<file path="config.mk">
export PLATFORM = sky130hd
export DESIGN_NAME = tdm_demux4
export DESIGN_NICKNAME = d
export VERILOG_FILES = /design/src/rtl/tdm_demux4.sv
export SDC_FILE = /design/constraint.sdc
export NUM_CORES = 1
export LEC_CHECK = 0
export CAP_MARGIN = 20
export CORE_UTILIZATION = 40
export DETAILED_ROUTE_END_ITERATION = 16
export GPL_ROUTABILITY_DRIVEN = 1
export PLACE_DENSITY = 0.64
export REMOVE_ABC_BUFFERS = 1
export SYNTH_ARGS = -nofsm -noshare
export SYNTH_HDL_FRONTEND = slang
export SYNTH_SLANG_ARGS = --single-unit
export TNS_END_PERCENT = 30
</file>
<file path="constraint.sdc">
create_clock -name clk -period 1.8 [get_ports clk]
set_input_delay 0.27 -clock clk [delete_from_list [all_inputs] [get_ports clk]]
set_output_delay 0.27 -clock clk [all_outputs]
set_load 0.01 [all_outputs]
</file>
<file path="src/rtl/tdm_demux4.sv">
// Receiver side of the 4:1 TDM mux path: steers consecutive samples into slots 0..3
// and presents each completed set of four as one frame with a valid/ready handshake.
module tdm_demux4 #(
    parameter int WIDTH = 8
) (
    input  logic             clk,
    input  logic             rst_n,
    input  logic [WIDTH-1:0] din,
    input  logic             din_valid,
    output logic             din_ready,
    input  logic             sof,
    output logic             sel0,
    output logic             sel1,
    output logic [WIDTH-1:0] y0,
    output logic [WIDTH-1:0] y1,
    output logic [WIDTH-1:0] y2,
    output logic [WIDTH-1:0] y3,
    output logic             frame_valid,
    input  logic             frame_ready,
    output logic             frame_err
);

    logic [1:0]       slot;
    logic [WIDTH-1:0] s0, s1, s2;
    logic             run;
    logic             accept;

    // NOTE: run is a registered out-of-reset flag, so din_ready is low throughout
    // reset and rises on the first clock after release without gating logic on rst_n.
    assign din_ready = run && !(slot == 2'd3 && frame_valid && !frame_ready);
    assign accept    = din_valid && din_ready;
    assign sel0      = slot[1];
    assign sel1      = slot[0];

    always_ff @(posedge clk or negedge rst_n) begin
        if (!rst_n) begin
            run         <= 1'b0;
            slot        <= 2'd0;
            s0          <= '0;
            s1          <= '0;
            s2          <= '0;
            y0          <= '0;
            y1          <= '0;
            y2          <= '0;
            y3          <= '0;
            frame_valid <= 1'b0;
            frame_err   <= 1'b0;
        end else begin
            run       <= 1'b1;
            frame_err <= 1'b0;
            // NOTE: the drain clear is written first so that a completing beat later in
            // this block overrides it; the last non-blocking assignment wins.
            if (frame_valid && frame_ready)
                frame_valid <= 1'b0;
            if (accept) begin
                if (sof) begin
                    s0        <= din;
                    slot      <= 2'd1;
                    frame_err <= (slot != 2'd0);
                end else begin
                    case (slot)
                        2'd0: begin s0 <= din; slot <= 2'd1; end
                        2'd1: begin s1 <= din; slot <= 2'd2; end
                        2'd2: begin s2 <= din; slot <= 2'd3; end
                        default: begin
                            y0          <= s0;
                            y1          <= s1;
                            y2          <= s2;
                            y3          <= din;
                            frame_valid <= 1'b1;
                            slot        <= 2'd0;
                        end
                    endcase
                end
            end
        end
    end

endmodule
</file>
# After elaboration in Yosys (flattened, before gate mapping)
# Cells that the tools add are included.
# classes
n_eq_ne	3
mux	10
bitwise	2
n_reduce_logical	15
# op_table
op	n
8-bit 2-to-1 mux	2
3-bit AND reduction	3
1-bit 2-to-1 mux	6
2-bit case mux with 3 select lines	1
1-bit logical AND	5
2-bit equality test (second input constant)	2
2-bit nonzero test	2
3-bit OR reduction	1
2-bit by 1-bit equality test with 1-bit output (second input constant)	1
1-bit logical NOT	2
2-bit logical NOT	1
2-bit 2-to-1 mux	1
1-bit inverter	2
2-bit AND reduction	1
# totals
regBits	61
out_inout_bits	37
word_cells	41

# Longest topological paths before layout
# Gate-level depths: netlist (run 1).
# logic_depth
depth_word	7
mapped_depth	5
depth_no_buf	5

# Least setup slack after synthesis (run 1)
# No wires, ideal clock.
# synth_path
path_type	reg-to-reg
start	register slot[1]
end	register s1[0]
setup_ns	0.125
arrival_time_ns	1.769
required_ns	1.675
setup_slack_ns	-0.093
path_stages_with_launch	6
n_path_buf	1
period_less_slack_ns	1.893
path_cell_list	dfrtp_1 > ha_1 > and3b_1 > buf_6 > nor4b_4 > mux2_2
# synth_between
elab_chain_cells	7
elab_cells_between_ends	8
# synth_lines
item	line	text
start, declared	23	logic [1:0] slot;
start signal, assigned	38	slot <= 2'd0;
start signal, assigned	58	slot <= 2'd1;
start signal, assigned	62	2'd0: begin s0 <= din; slot <= 2'd1; end
2-bit equality test	30	assign din_ready = run && !(slot == 2'd3 && frame_valid && !frame_ready);
1-bit logical AND (2 in a row)	30	
1-bit logical NOT	30	
1-bit logical AND	30	
1-bit logical AND	31	assign accept = din_valid && din_ready;
3-bit AND reduction (no line) (*)	--	
end signal, assigned	40	s1 <= '0;
end signal, assigned	63	2'd1: begin s1 <= din; slot <= 2'd2; end
end, declared	24	logic [WIDTH-1:0] s0, s1, s2;
# Every way passes the cells marked *; elsewhere a longest branch is shown, timed or not.
# A chain may end at the register's enable or synchronous reset.

# Worst setup path after layout (run 1)
# layout_path
start	register slot[1]
end	register s1[3]
# The elaborated chain is that of the path after synthesis.

==> results of run 1 <==
-- registers in the layout (all words and copies together), names as in the netlist, 2 cells and up --
register,count
s0,8
s1,8
s2,8
slot,2
y0,8
y1,8
y2,8
y3,8
-- final timing paths --
check / from / endpoint / slack (ps) / cells past startpoint
min reg2reg: s1[7] / s1[7] / 490 / 1
max: slot[1] / s1[3] / 20 / 6
max reg2reg: slot[1] / s1[3] / 20 / 6
min in group clk: s1[7] / s1[7] / 490 / 1
max in group asynchronous: rst_n / s1[0] / 1060 / 3
min: rst_n / y3[7] / 480 / 3
-- cell type report --
cell class              instances  area, sq um  area share [%]
clock buffers                  13          169            5.05
clock inverters                 1         30.0           0.897
inverters                       2         7.51           0.224
multi-input cells              78          876            26.2
flip-flops and latches         61         1530            45.6
well taps                      72         90.1            2.69
repair buffers                 66          648            19.4
-- critical path, cell delays in order, from the launching register on --
cell	delay [ps]
dfrtp_1	380
ha_2	180
and3b_2	200
buf_6	130
nor4b_4	250
buf_6	180
mux2_2	330
-- synth_stat cells, types with 2 or more instances --
master / count
o21ai_0: 2
buf_4: 3
mux2_1: 3
nor4b_4: 3
ha_1: 4
inv_1: 2
mux2_2: 53
nor2b_1: 2
or2_2: 2
dfrtp_1: 61
-- power breakdown --
group	total, uW	switching (uW)	internal, uW
logic	1400	473	931
clock network	1220	480	739
registers	2070	238	1830
-- logic make-up (layout without fill, tap and decap cells) --
kind of cell,count (synthesis),after routing
AND/OR/NAND/NOR,14,14
other,1,1
flip-flops,61,61
multiplexers,57,57
adder cells (fa/ha/maj),4,4
buffers and inverters,7,82
AO/OA/AOI/OAI,2,2
-- what timing repair did --
item / 4_1_cts / 5_1_grt
endpoints found under the hold margin: 61 / 0
gates cloned: 0 / 0
setup endpoints to repair: 16 / 25
hold buffers: 1 / 0
setup buffers: 1 / 1
pin swaps: 1 / 1
resized for setup: 5 / 8
-- layout by cell type (no fill, tap or decap) --
cell             netlist  layout
ha_1                   4       3
or2_2                  2       2
nor2_1                 1       1
nand2b_1               1       1
nor3_2                 1       1
buf_4                  3      12
clkbuf_1               0       1
clkdlybuf4s15_1        0       1
buf_6                  1       2
clkbuf_8               0      12
mux2i_1                1       1
nor3b_1                1       1
conb_1                 1       1
ha_2                   0       1
nand2_1                1       1
mux2_1                 3       3
buf_2                  1       1
nor2b_1                2       2
inv_1                  2       2
nor3_1                 1       1
mux2_2                53      46
clkdlybuf4s50_1        0      47
nor4b_4                3       3
dlygate4sd3_1          0       1
dfrtp_1               61      61
mux2_4                 0       7
o21ai_0                2       2
and3b_2                0       1
bufinv_16              0       1
buf_12                 0       2
-- metrics by stage --
| stage | area, sq um | std cells | util (%) |
|---|---|---|---|
| 2_1_floorplan | 2380 | 141 | - |
| 3_3_place_gp | 3090 | 276 | 54.4 |
| 3_5_place_dp | 3090 | 276 | 54.4 |
| 4_1_cts | 3310 | 292 | 58.4 |
| 5_1_grt | 3350 | 293 | 59.0 |
| 6_report | 3350 | 293 | 59.0 |
-- routing by layer --
| layer | global-route usage (%) | vias up | part of all wire, % |
|---|---|---|---|
| met4 | 8.21 | 0 | 1.7 |
| met5 | 0 | - | 0 |
| met3 | 5.26 | 8 | 4.9 |
| met1 | 20.6 | 713 | 45 |
| met2 | 25.3 | 40 | 48 |
| li1 | - | 659 | - |
==> results.toml, run 1 <==
[pwr]
power.total_uw = 4690
peakVddDrop_uv = 731
power_density_mw_per_mm2 = 1400
power_leakage_uw = 0.00151

[logic_synthesis]
seq_area_frac_synth_pct = 63.1
synth-compound-area-share_pct = 0.414
ys_ff_latch = 61
synth_area_sq_mm = 0.00242
syn_avg_cell_area_sq_um = 16.6
ys_types = 21
netlist_instances = 146
synth_area_leaders = "dfrtp_1 63%, mux2_2 25%, nor4b_4 2.9%"
synthAdderAreaFrac_pct = 2.07
synth.top_cell.area_share_pct = 63.1
ys_async_sr_fraction_pct = 100
synthSimpleGateAreaFrac_pct = 5.85
synth_top_family_by_area = "multiplexers"
synth_top_cell_by_area = "dfrtp_1"
synth-xor-area-share_pct = 0
synth_mux_area_share_pct = 26.5
synth-warning-count = 0
ys.flop_type = "dfrtp_1"
synth-edff-count = 0

[clock_tree]
h-tree-depth = 3
cts_inserted_buffers = 9
clockBufferDepth = 2
clock-root-buffer = "clkbuf_8"
clk_latency_ps = 320
cts_tree = "built"
cts_sinks = 61
clk_pin_slew_worst_paths_ps = 60

[sta]
fin_hold_ws_ps = 480
fmax_mhz = 561
finalSetupViolCount = 0
skew_ps = 4.86
finalCriticalPeriod_ps = 1780
rsz0062_at_grt = "yes"
drv_slew = 0
fin_ws_ps = 17.8
setup_tns_ps = 0
final.period_utilization_pct = 99.0
finalHoldViolations = 0

[global_route]
grt_pass1_vias = 1551
grt_pass1_wl_mm = 7.61
grt_use_total_pct = 16.4
grt_max_degree = 62
antenna_found_initial = 0
grt_overflow = 0

[routing]
vias = 1420
wl_per_cell_microns = 15.3
firstDrtPassIters = 4
route.final.wire_length_mm = 4.49
drtIter0Drc = 33
ant_nets = 0
viasPerCell = 4.85
remaining_drc_errors = 0

[final_layout]
final_layout_size_suffix_gt1_share_pct = 41.2
fin_nets = 235
fillCellCount = 452
diodes = 0
area_growth_pct = 38.4

[placement]
gp_congestion = 0.668
preCtsSetupSlack_ps = -220
io_buffers = 49
dp_hpwl_mm = 3.11

[run_status]
outcome = "finished, final reports clean"

[floorplan]
start_util_pct = 42.6
core-area_sq_mm = 0.00568
die_area_sq_mm = 0.00636
ios = 50
fp.dieH_microns = 79.8
fp-row-count = 27
die_w_microns = 79.8

[worst_setup_path]
cp_data_required_time_ps = 2000
critPathLaunchType = "register"
worstSetupPathType = "register to register"
cp.arrival_ps = 1990
crit_fanout = 7
crit_path_end_kind = "register"

[flow_run]
maxCapViolCount = 0

[hold_path]
hold_path_class = "primary input to asynchronous set/reset pin"
(Power assumes the default switching activity.)
==> inputs of run 2 (changes only) <==
--- a/config.mk
+++ b/config.mk
@@ -11,6 +11,7 @@
 export GPL_ROUTABILITY_DRIVEN = 1
 export PLACE_DENSITY = 0.64
 export REMOVE_ABC_BUFFERS = 1
+export SKIP_LAST_GASP = 1
 export SYNTH_ARGS = -nofsm -noshare
 export SYNTH_HDL_FRONTEND = slang
 export SYNTH_SLANG_ARGS = --single-unit
==> run 2 against run 1 <==
Clock skew is essentially flat. Power down 0.16%. Sequential power is essentially flat. Fmax increased by 0.11%. Final cell count did not move. Worst setup slack improved by 1.9 ps. Sequential share of layout area grew 0.12 points. Clock-buffer cell count is the same. Register-to-register slack barely moved. Flip-flop and latch count unchanged. Largest cell class unchanged. Highest routed layer unchanged.
==> results.toml, run 2 (synthesized netlist as in run 1, its figures left out) <==
[clock_tree]
clk_pin_slew_worst_paths_ps = 60
cts_inserted_buffers = 9
clock-root-buffer = "clkbuf_8"
cts_tree = "built"
cts_sinks = 61
clk_latency_ps = 320
h-tree-depth = 3
clockBufferDepth = 2

[floorplan]
core-area_sq_mm = 0.00568
fp-row-count = 27
start_util_pct = 42.6
die_w_microns = 79.8
die_area_sq_mm = 0.00636
fp.dieH_microns = 79.8
ios = 50

[sta]
finalHoldViolations = 0
skew_ps = 4.91
fmax_mhz = 562
rsz0062_at_grt = "yes"
finalSetupViolCount = 0
fin_hold_ws_ps = 480
drv_slew = 0
final.period_utilization_pct = 98.9
finalCriticalPeriod_ps = 1780

[pwr]
power_density_mw_per_mm2 = 1400
peakVddDrop_uv = 731
power_leakage_uw = 0.00151

[final_layout]
instances_no_fill = 293
diodes = 0
fillCellCount = 454
mostFrequentLayoutCell = "dfrtp_1"
mostFrequentLayoutCells = "61 x dfrtp_1, 48 x mux2_2, 47 x clkdlybuf4s50_1"
fin_nets = 235
area_growth_pct = 38.0
final_layout_size_suffix_gt1_share_pct = 41.2

[routing]
remaining_drc_errors = 0
wl_per_cell_microns = 15.3
route.final.wire_length_mm = 4.49
firstDrtPassIters = 4
vias = 1420
ant_nets = 0
drtIter0Drc = 37
viasPerCell = 4.85

[global_route]
grt_pass1_vias = 1548
grt_overflow = 0
grt_max_degree = 62
grt_use_total_pct = 16.4
antenna_found_initial = 0
grt_pass1_wl_mm = 7.61

[worst_setup_path]
critPathLaunchType = "register"
crit_path_end_kind = "register"
worstSetupPathType = "register to register"
cp.arrival_ps = 1980
crit_slowest_cell = "dfrtp_1"
path_common_cell = "buf_6"
cp_data_required_time_ps = 2000
r2r_slack_ps = 20
cp_num_buf_inv = 2
crit_fanout = 7
cp_top_family = "simple AND/OR/NAND/NOR gates"
critPathMaxStageDelay_ps = 380
crit_chain = "ha_2 > and3b_2 > buf_6 > nor4b_4 > buf_6 > mux2_2"

[flow_run]
maxCapViolCount = 0

[placement]
dp_hpwl_mm = 3.11
gp_congestion = 0.668
placed_cells = 276
io_buffers = 49

[run_status]
outcome = "finished, final reports clean"

[hold_path]
hold_path_class = "primary input to asynchronous set/reset pin"
[run 2: cell types whose count changed in the layout (fill, tap and decap cells not counted)]
cell,previous run,this run
clkdlybuf4s15_1,1,0
mux2_4,7,5
dlygate4sd2_1,0,1
mux2_2,46,48
[run 2: what timing repair did]
action | in CTS | in global routing
gates cloned | 0 | 0
resized for setup | 5 | 5
endpoints found under the hold margin | 61 | 0
pin swaps | 1 | 1
buffers inserted | 1 | 1
setup endpoints to repair | 16 | 25
hold buffers | 1 | 0
[run 2: area by class of cell]
class                   count  area (sq um)  area share [%]
clock buffers              13           169            5.06
flip-flops and latches     61          1530            45.7
multi-input cells          78           868            26.0
clock inverters             1          30.0           0.900
well taps                  72          90.1            2.70
inverters                   2          7.51           0.225
repair buffers             66           647            19.4
[run 2: report_power, final]
group / leakage (uW) / switching (uW) / internal, uW
sequential: 0.000777 / 239 / 1830
clock: 0.000102 / 481 / 739
combinational: 0.000629 / 472 / 923
[run 2: per-stage QoR]
stage / setup TNS [ps] / utilization [%] / cell area [sq um] / setup slack (ps) / total power (uW)
6_report: 0 / 58.8 / 3340 / 19.7 / 4690
5_1_grt: -608 / 58.8 / 3340 / -46.8 / 4970
4_1_cts: -97.4 / 58.4 / 3310 / -28.3 / 4740
3_5_place_dp: -7730 / 54.4 / 3090 / -220 / 3480
3_3_place_gp: -6490 / 54.4 / 3090 / -180 / 3420
2_1_floorplan: -17540 / - / 2380 / -485 / 2650
[run 2: layer usage]
layer / vias up / GRT usage [%] / wire [microns]
li1: 658 / - / -
met1: 714 / 20.6 / 2020
met2: 40 / 25.3 / 2180
met3: 8 / 5.26 / 221
met4: 0 / 8.21 / 78
met5: - / 0 / 0
[run 2: worst paths after layout]
path / to / cells after the start / from
worst max register to register: s1[3] / 6 / slot[1]
max in group asynchronous: y1[2] / 3 / rst_n
worst min-delay path: y3[7] / 3 / rst_n
worst min register to register: s1[7] / 1 / s1[7]
min in group clk: s1[7] / 1 / s1[7]
worst max-delay path: s1[3] / 6 / slot[1]
[run 2: worst reg2reg max path: stages (launching register included)]
cell and delay, ps:
dfrtp_1 380, ha_2 180, and3b_2 200, buf_6 130
nor4b_4 250, buf_6 180, mux2_2 330
==> inputs of run 3 (changes only) <==
--- a/config.mk
+++ b/config.mk
@@ -9,7 +9,7 @@
 export CORE_UTILIZATION = 40
 export DETAILED_ROUTE_END_ITERATION = 16
 export GPL_ROUTABILITY_DRIVEN = 1
-export PLACE_DENSITY = 0.64
+export PLACE_DENSITY = 0.67
 export REMOVE_ABC_BUFFERS = 1
 export SKIP_LAST_GASP = 1
 export SYNTH_ARGS = -nofsm -noshare
==> run 3 against run 2 <==
Flip-flop and latch count stayed put. Routed wire length up 4.8%. Via count grew 0.70%. Largest cell class unchanged. Clock skew hardly changed. Non-clock buffer count is 3 higher. Sequential power is essentially flat. Cell area rose by 0.64%. Fmax down 0.96%. Register-to-register slack got worse by 20 ps.
==> results.toml, run 3 (synthesized netlist as in run 1, its figures left out) <==
[floorplan]
fp.dieH_microns = 79.8
fp-row-count = 27
die_area_sq_mm = 0.00636
die_w_microns = 79.8
start_util_pct = 42.6
ios = 50
core-area_sq_mm = 0.00568

[global_route]
grt_pass1_vias = 1567
grt_use_total_pct = 17.0
grt_pass1_wl_mm = 7.89
antenna_found_initial = 0
grt_max_degree = 62
grt_overflow = 0

[worst_setup_path]
crit_slowest_cell = "dfrtp_1"
worstSetupPathType = "register to register"
critPathLaunchType = "register"
cp_data_required_time_ps = 2010
crit_chain = "ha_2 > and3b_2 > buf_6 > nor4b_4 > buf_4 > mux2_2"
cp_top_family = "simple AND/OR/NAND/NOR gates"
reg2reg_from = "slot[0]"
cp_num_buf_inv = 2
worstSetupStartpoint = "slot[0]"
critPathMaxStageDelay_ps = 380
crit_path_end_kind = "register"
cp.arrival_ps = 2010
crit_fanout = 4

[final_layout]
fillCellCount = 451
fin_nets = 238
final_util_pct = 59.2
diodes = 0
mostFrequentLayoutCell = "dfrtp_1"
final_layout_size_suffix_gt1_share_pct = 42.2
area_growth_pct = 38.9
mostFrequentLayoutCells = "61 x dfrtp_1, 47 x clkdlybuf4s50_1, 46 x mux2_2"

[clock_tree]
cts_sinks = 61
clk_latency_ps = 330
cts_tree = "built"
cts_inserted_buffers = 9
h-tree-depth = 3
clock-root-buffer = "clkbuf_8"
clk_pin_slew_worst_paths_ps = 60
clockBufferDepth = 2

[sta]
fmax_mhz = 556
setup_tns_ps = 0
fin_ws_ps = 2.35
finalHoldViolations = 0
skew_ps = 5.07
finalSetupViolCount = 0
fin_hold_ws_ps = 476
rsz0062_at_grt = "yes"
drv_slew = 0
finalCriticalPeriod_ps = 1800
final.period_utilization_pct = 99.9

[pwr]
power_density_mw_per_mm2 = 1390
peakVddDrop_uv = 784
power_leakage_uw = 0.00152
power.total_uw = 4660

[routing]
firstDrtPassIters = 4
route.final.wire_length_mm = 4.71
drtIter0Drc = 27
remaining_drc_errors = 0
vias = 1430
wl_per_cell_microns = 15.9
ant_nets = 0
viasPerCell = 4.81

[flow_run]
maxCapViolCount = 0

[hold_path]
hold_path_class = "primary input to asynchronous set/reset pin"

[run_status]
outcome = "finished, final reports clean"

[placement]
gp_congestion = 0.818
io_buffers = 49
dp_hpwl_mm = 3.23
preCtsSetupSlack_ps = -210
run 3: cell types whose count changed in the layout (fill, tap and decap cells not counted), sizes merged:
cell / change
clkbuf: -2
buf: +3
clkinv: +3
run 3: worst min-delay path, stage by stage:
cell and delay (ps):
dlygate4sd3_1 520, buf_2 120, buf_12 280
run 3: area by class of cell:
class | count | area [sq um] | area share [%]
sequential | 61 | 1530 | 45.4
multi-input combinational | 78 | 876 | 26.1
timing repair buffer | 69 | 669 | 19.9
clock buffer | 11 | 141 | 4.21
tap | 72 | 90.1 | 2.68
clock inverter | 4 | 48.8 | 1.45
inverter | 2 | 7.51 | 0.223
run 3: stage by stage:
| stage | std cells | area, sq um |
|---|---|---|
| floorplan | 141 | 2380 |
| global placement | 279 | 3110 |
| detailed placement | 279 | 3110 |
| CTS | 296 | 3320 |
| global route | 297 | 3360 |
| finish | 297 | 3360 |
run 3: layer usage:
metal | part of all wire [%] | GRT usage (%)
met1 | 44 | 21.5
met3 | 3.8 | 3.89
met2 | 50 | 27.1
met5 | 0 | 0
met4 | 1.7 | 8.57
run 3: worst paths after layout:
| kind | end | slack, ps | cells after the start |
|---|---|---|---|
| hold / removal | y0[1] | 480 | 3 |
| setup reg to reg | s2[5] | 2 | 6 |
| max in group asynchronous | y2[6] | 1070 | 3 |
| setup / recovery | s2[5] | 2 | 6 |
| hold reg to reg | s1[7] | 490 | 1 |
| min in group clk | s1[7] | 490 | 1 |
run 3: report_power, final:
part	internal [uW]	switching, uW
Sequential	1830	243
Combinational	937	477
Clock	667	502
run 3: what timing repair did:
| action | in CTS | in global routing |
|---|---|---|
| endpoints found under the hold margin | 61 | 0 |
| resized for setup | 4 | 8 |
| hold buffers | 1 | 0 |
| setup buffers | 1 | 1 |
| pin swaps | 1 | 2 |
| endpoints found under the setup margin | 14 | 22 |
